### config.mk
export PLATFORM = sky130hd
export DESIGN_NAME = cache_line_fill
export DESIGN_NICKNAME = d
export VERILOG_FILES = /design/src/rtl/cache_line_fill.sv
export SDC_FILE = /design/constraint.sdc
export NUM_CORES = 1
export LEC_CHECK = 0
export BUFFER_PORTS_ARGS = -buffer_cell sky130_fd_sc_hd__buf_2
export CORE_MARGIN = 1.5
export CORE_UTILIZATION = 45
export CTS_CLUSTER_SIZE = 30
export DETAILED_ROUTE_END_ITERATION = 12
export HOLD_SLACK_MARGIN = 0.08
export PLACE_DENSITY = 0.86
export SLEW_MARGIN = 20
export SYNTH_ARGS = -nofsm -noshare
export SYNTH_HDL_FRONTEND = slang
export SYNTH_SLANG_ARGS = --single-unit
### constraint.sdc
create_clock -name clk -period 2 [get_ports clk]
set_clock_uncertainty 0.05 [all_clocks]
set_input_delay 0.2 -clock clk [delete_from_list [all_inputs] [get_ports clk]]
set_output_delay 0.2 -clock clk [all_outputs]
set_load 0.01 [all_outputs]
### src/rtl/cache_line_fill.sv
// Line-fill engine: gathers BEATS sequential memory beats into one cache line
// and hands it to the data array with a single-cycle write strobe.
module cache_line_fill #(
   parameter int LINE_BITS = 256,
   parameter int BEAT_BITS = 32,
   parameter int BEATS     = 8,
   parameter int ADDR_BITS = 32
) (
   input  logic                 clk,
   input  logic                 reset,
   input  logic                 fillStart,
   input  logic [ADDR_BITS-1:0] fillAddr,
   input  logic                 fillAbort,
   output logic                 memReq,
   output logic [ADDR_BITS-1:0] memAddr,
   input  logic                 memValid,
   input  logic [BEAT_BITS-1:0] memData,
   output logic [LINE_BITS-1:0] lineData,
   output logic                 regWrite,
   output logic                 busy,
   output logic                 fillDone
);

   localparam int CNT_BITS = (BEATS > 1) ? $clog2(BEATS) : 1;
   localparam int OFS_BITS = $clog2(LINE_BITS / 8);
   localparam logic [CNT_BITS-1:0] LAST_BEAT = CNT_BITS'(BEATS - 1);

   typedef enum logic [1:0] {
      IDLE  = 2'd0,
      FILL  = 2'd1,
      WRITE = 2'd2
   } state_t;

   state_t state;
   state_t next_state;

   logic [CNT_BITS-1:0]               beat_cnt;
   logic [BEATS-1:0][BEAT_BITS-1:0]   line_q;
   logic                              last_beat;

   assign last_beat = (beat_cnt == LAST_BEAT);
   assign lineData  = line_q;

   always_ff @(posedge clk or negedge reset) begin
      if (!reset) begin
         state <= IDLE;
      end else begin
         state <= next_state;
      end
   end

   // Abort wins over a beat arriving in the same cycle; WRITE always completes.
   always_comb begin
      next_state = state;
      unique case (state)
         IDLE: begin
            if (fillStart) begin
               next_state = FILL;
            end
         end
         FILL: begin
            if (fillAbort) begin
               next_state = IDLE;
            end else if (memValid && last_beat) begin
               next_state = WRITE;
            end
         end
         WRITE: begin
            next_state = IDLE;
         end
         default: begin
            next_state = IDLE;
         end
      endcase
   end

   always_comb begin
      memReq   = 1'b0;
      busy     = 1'b0;
      regWrite = 1'b0;
      fillDone = 1'b0;
      unique case (state)
         FILL: begin
            memReq = 1'b1;
            busy   = 1'b1;
         end
         WRITE: begin
            busy     = 1'b1;
            regWrite = 1'b1;
            fillDone = 1'b1;
         end
         default: begin
            memReq = 1'b0;
         end
      endcase
   end

   // Only the slice addressed by the beat counter is written, so an aborted
   // fill leaves the rest of the previous line untouched.
   always_ff @(posedge clk or negedge reset) begin
      if (!reset) begin
         memAddr  <= '0;
         beat_cnt <= '0;
         line_q   <= '0;
      end else begin
         unique case (state)
            IDLE: begin
               if (fillStart) begin
                  memAddr  <= {fillAddr[ADDR_BITS-1:OFS_BITS], {OFS_BITS{1'b0}}};
                  beat_cnt <= '0;
               end
            end
            FILL: begin
               if (fillAbort) begin
                  beat_cnt <= '0;
               end else if (memValid) begin
                  line_q[beat_cnt] <= memData;
                  beat_cnt         <= last_beat ? '0 : beat_cnt + 1'b1;
               end
            end
            default: begin
               beat_cnt <= beat_cnt;
            end
         endcase
      end
   end

endmodule

==> results_dict.tcl <==
set metrics [dict create \
    fmax_mhz 527 \
    cp.arrival_ps 2260 \
    nets 1165 \
    initial_utilization 0.461 \
    ys_types 24 \
    drv_cap 0 \
    fp.dieH_um 158 \
    cts_buffer_depth 3 \
    cts-htree-levels 1 \
    clock-sinks 288 \
    synth-seq-area-share 0.664 \
    power_w 0.0172 \
    status "complete, no violations" \
    grt_util_all_layers 0.229 \
    ys_warn_count 0 \
    drt-total-wl_um 28900 \
    cts_tree "done" \
    areaGrowthSynthToFinish_pct 38.5 \
    hp-class "in2reg" \
    std_cell_rows 56 \
    crit_type "reg2reg" \
    rsz0062_at_grt "no" \
    report.final.slew_viol_count 0 \
    syn_area_um2 10800 \
    startpoint_type "register" \
    hold_violations 0 \
    drc 0 \
    dr.pass1.iters 4 \
    die_w_um 158 \
    final_core_util 0.638 \
    postSynthCellCount 640 \
    first_iter_violations 221 \
    ir_drop_mv 0.807 \
    finalCriticalPeriod_ps 1900 \
    cp_max_fo 13 \
    grt_max_degree 59 \
    yosys_register_bits 288 \
    core_area_um2 23500 \
    via_per_inst 5.10 \
    crit_path_end_kind "register" \
    drive_gt1_frac 0.644 \
    p_per_area_nw_per_um2 1140 \
    overflow 0 \
    antenna_cells 0 \
    ant_nets 0 \
    synth.avg_cell_area_um2 16.9 \
    hpwl_um 19200 \
    clk_latency_ps 530 \
    cts_root_buf "clkbuf_16" \
    die_area_um2 25000 \
    antenna_found_initial 0 \
    grt_pass1_wl_um 43800 \
    timing.critical_path.required_ps 2360 \
    vias 7271 \
    ioPinCount 361 \
    min_period_over_period 0.950 \
    clk_pin_slew_worst_paths_ps 60 \
    finalSetupViolCount 0 \
    routabilityCongestion 0.796 \
    leakage_nw 8.14 \
    grt_pass1_vias 7763 \
    portBuffers 350 \
    cts_buffers 29 \
    routedWlPerCell_um 20.3 \
]
## cells in the mapped netlist
cell	instances	area share
conb_1	1	0.00035
dfrtp_1	288	0.66
nand3_1	2	0.00092
nor2_1	3	0.0010
nor2b_1	1	0.00058
o221ai_1	1	0.00081
o21ai_0	1	0.00046
nor3b_1	1	0.00069
and2_1	1	0.00058
buf_2	24	0.011
nand3b_1	3	0.0021
nand2b_1	2	0.0012
clkbuf_1	2	0.00069
nand2_1	2	0.00069
inv_1	2	0.00069
mux2_1	13	0.013
buf_4	6	0.0042
ha_1	6	0.0069
mux2_2	271	0.28
a21oi_1	2	0.00092
nor4_2	1	0.0012
and3_1	1	0.00058
nor3_2	3	0.0028
a22o_1	3	0.0024
## flip-flops by register name (all words and copies together), names as in the netlist
| register | flops |
|---|---|
| memAddr | 27 |
| lineData | 256 |
| state | 2 |
| beat_cnt | 3 |
## path summary, 6_finish.rpt
kind	depth (start not counted)	start	slack, ps	endpoint
worst max register to register	8	state[1]$_DFFE_PN0P_	100	lineData[59]$_DFFE_PN0P_
worst min-delay path	3	memValid	120	beat_cnt[0]$_DFFE_PN0P_
worst max-delay path	8	state[1]$_DFFE_PN0P_	100	lineData[59]$_DFFE_PN0P_
max in group asynchronous	3	reset	960	lineData[181]$_DFFE_PN0P_
worst min register to register	1	lineData[188]$_DFFE_PN0P_	440	lineData[188]$_DFFE_PN0P_
min in group asynchronous	2	reset	190	memAddr[14]$_DFFE_PN0P_
## stage by stage
| stage | area, um^2 | hold WS (ps) | setup slack [ps] | cells | TNS, ps |
|---|---|---|---|---|---|
| 6_report | 15000 | 123 | 101 | 1426 | 0 |
| 5_1_grt | 15000 | 153 | 13.6 | 1426 | 0 |
| 2_1_floorplan | 10900 | -146 | -6.13 | 644 | -144 |
| 3_5_place_dp | 13300 | 132 | 20.3 | 1314 | 0 |
| 3_3_place_gp | 13300 | 122 | 61.4 | 1314 | 0 |
| 4_1_cts | 15000 | 98.7 | 0.190 | 1426 | 0 |
## cell usage in the layout (no fill, tap or decap), types with 3 or more instances in the layout
master and instances:
a22o_1 3, buf_12 16, buf_2 349, buf_4 16
bufinv_16 4, clkbuf_1 3, clkbuf_16 29, clkbuf_8 7
clkinv_2 4, conb_1 5, dfrtp_1 287, dlygate4sd3_1 62
ha_1 5, mux2_1 13, mux2_2 271, nand3b_1 3
nor3_4 3
## per-layer routing
metal | share of wire | up-vias | GRT usage
met2 | 0.51 | 296 | 0.406
met3 | 0.075 | 50 | 0.0596
li1 | - | 3167 | -
met1 | 0.39 | 3758 | 0.272
met4 | 0.025 | 0 | 0.0721
met5 | 0 | - | 0
## area by class of cell
cell class / count / area (um^2)
fillers: 1704 / 8520
inverters: 2 / 7.51
clock buffers: 39 / 833
well taps: 319 / 399
multi-input cells: 322 / 3540
flip-flops and latches: 288 / 7210
repair buffers: 447 / 2880
clock inverters: 9 / 148
## where the power goes
| group | switching [W] | total, W | internal [W] |
|---|---|---|---|
| registers | 0.000640 | 0.00761 | 0.00697 |
| clock network | 0.00214 | 0.00554 | 0.00340 |
| logic | 0.00197 | 0.00400 | 0.00203 |
## cells by family after synthesis
group	after synthesis	synth area share
AOI/OAI and AO/OA	7	0.00461
adders and majority gates	6	0.00692
buffers and inverters	34	0.0166
DFF	288	0.664
muxes	284	0.295
other	1	0.000346
and+or+nand+nor	20	0.0122
## worst max-delay path, cell delays in order (launching register included)
cell and delay (ps):
dfrtp_1 380, inv_2 90, ha_4 160, nand2b_4 70
buf_4 160, nor3_4 230, buf_6 150, buf_12 150
mux2_2 340
## timing repair
item,CTS,global route
hold buffers,62,0
endpoints found under the hold margin,540,0
cloned,1,0
setup endpoints to repair,14,128
setup buffers,1,0
resized for setup,3,5
pin swaps,1,0
Power figures use the tool's default switching activity.
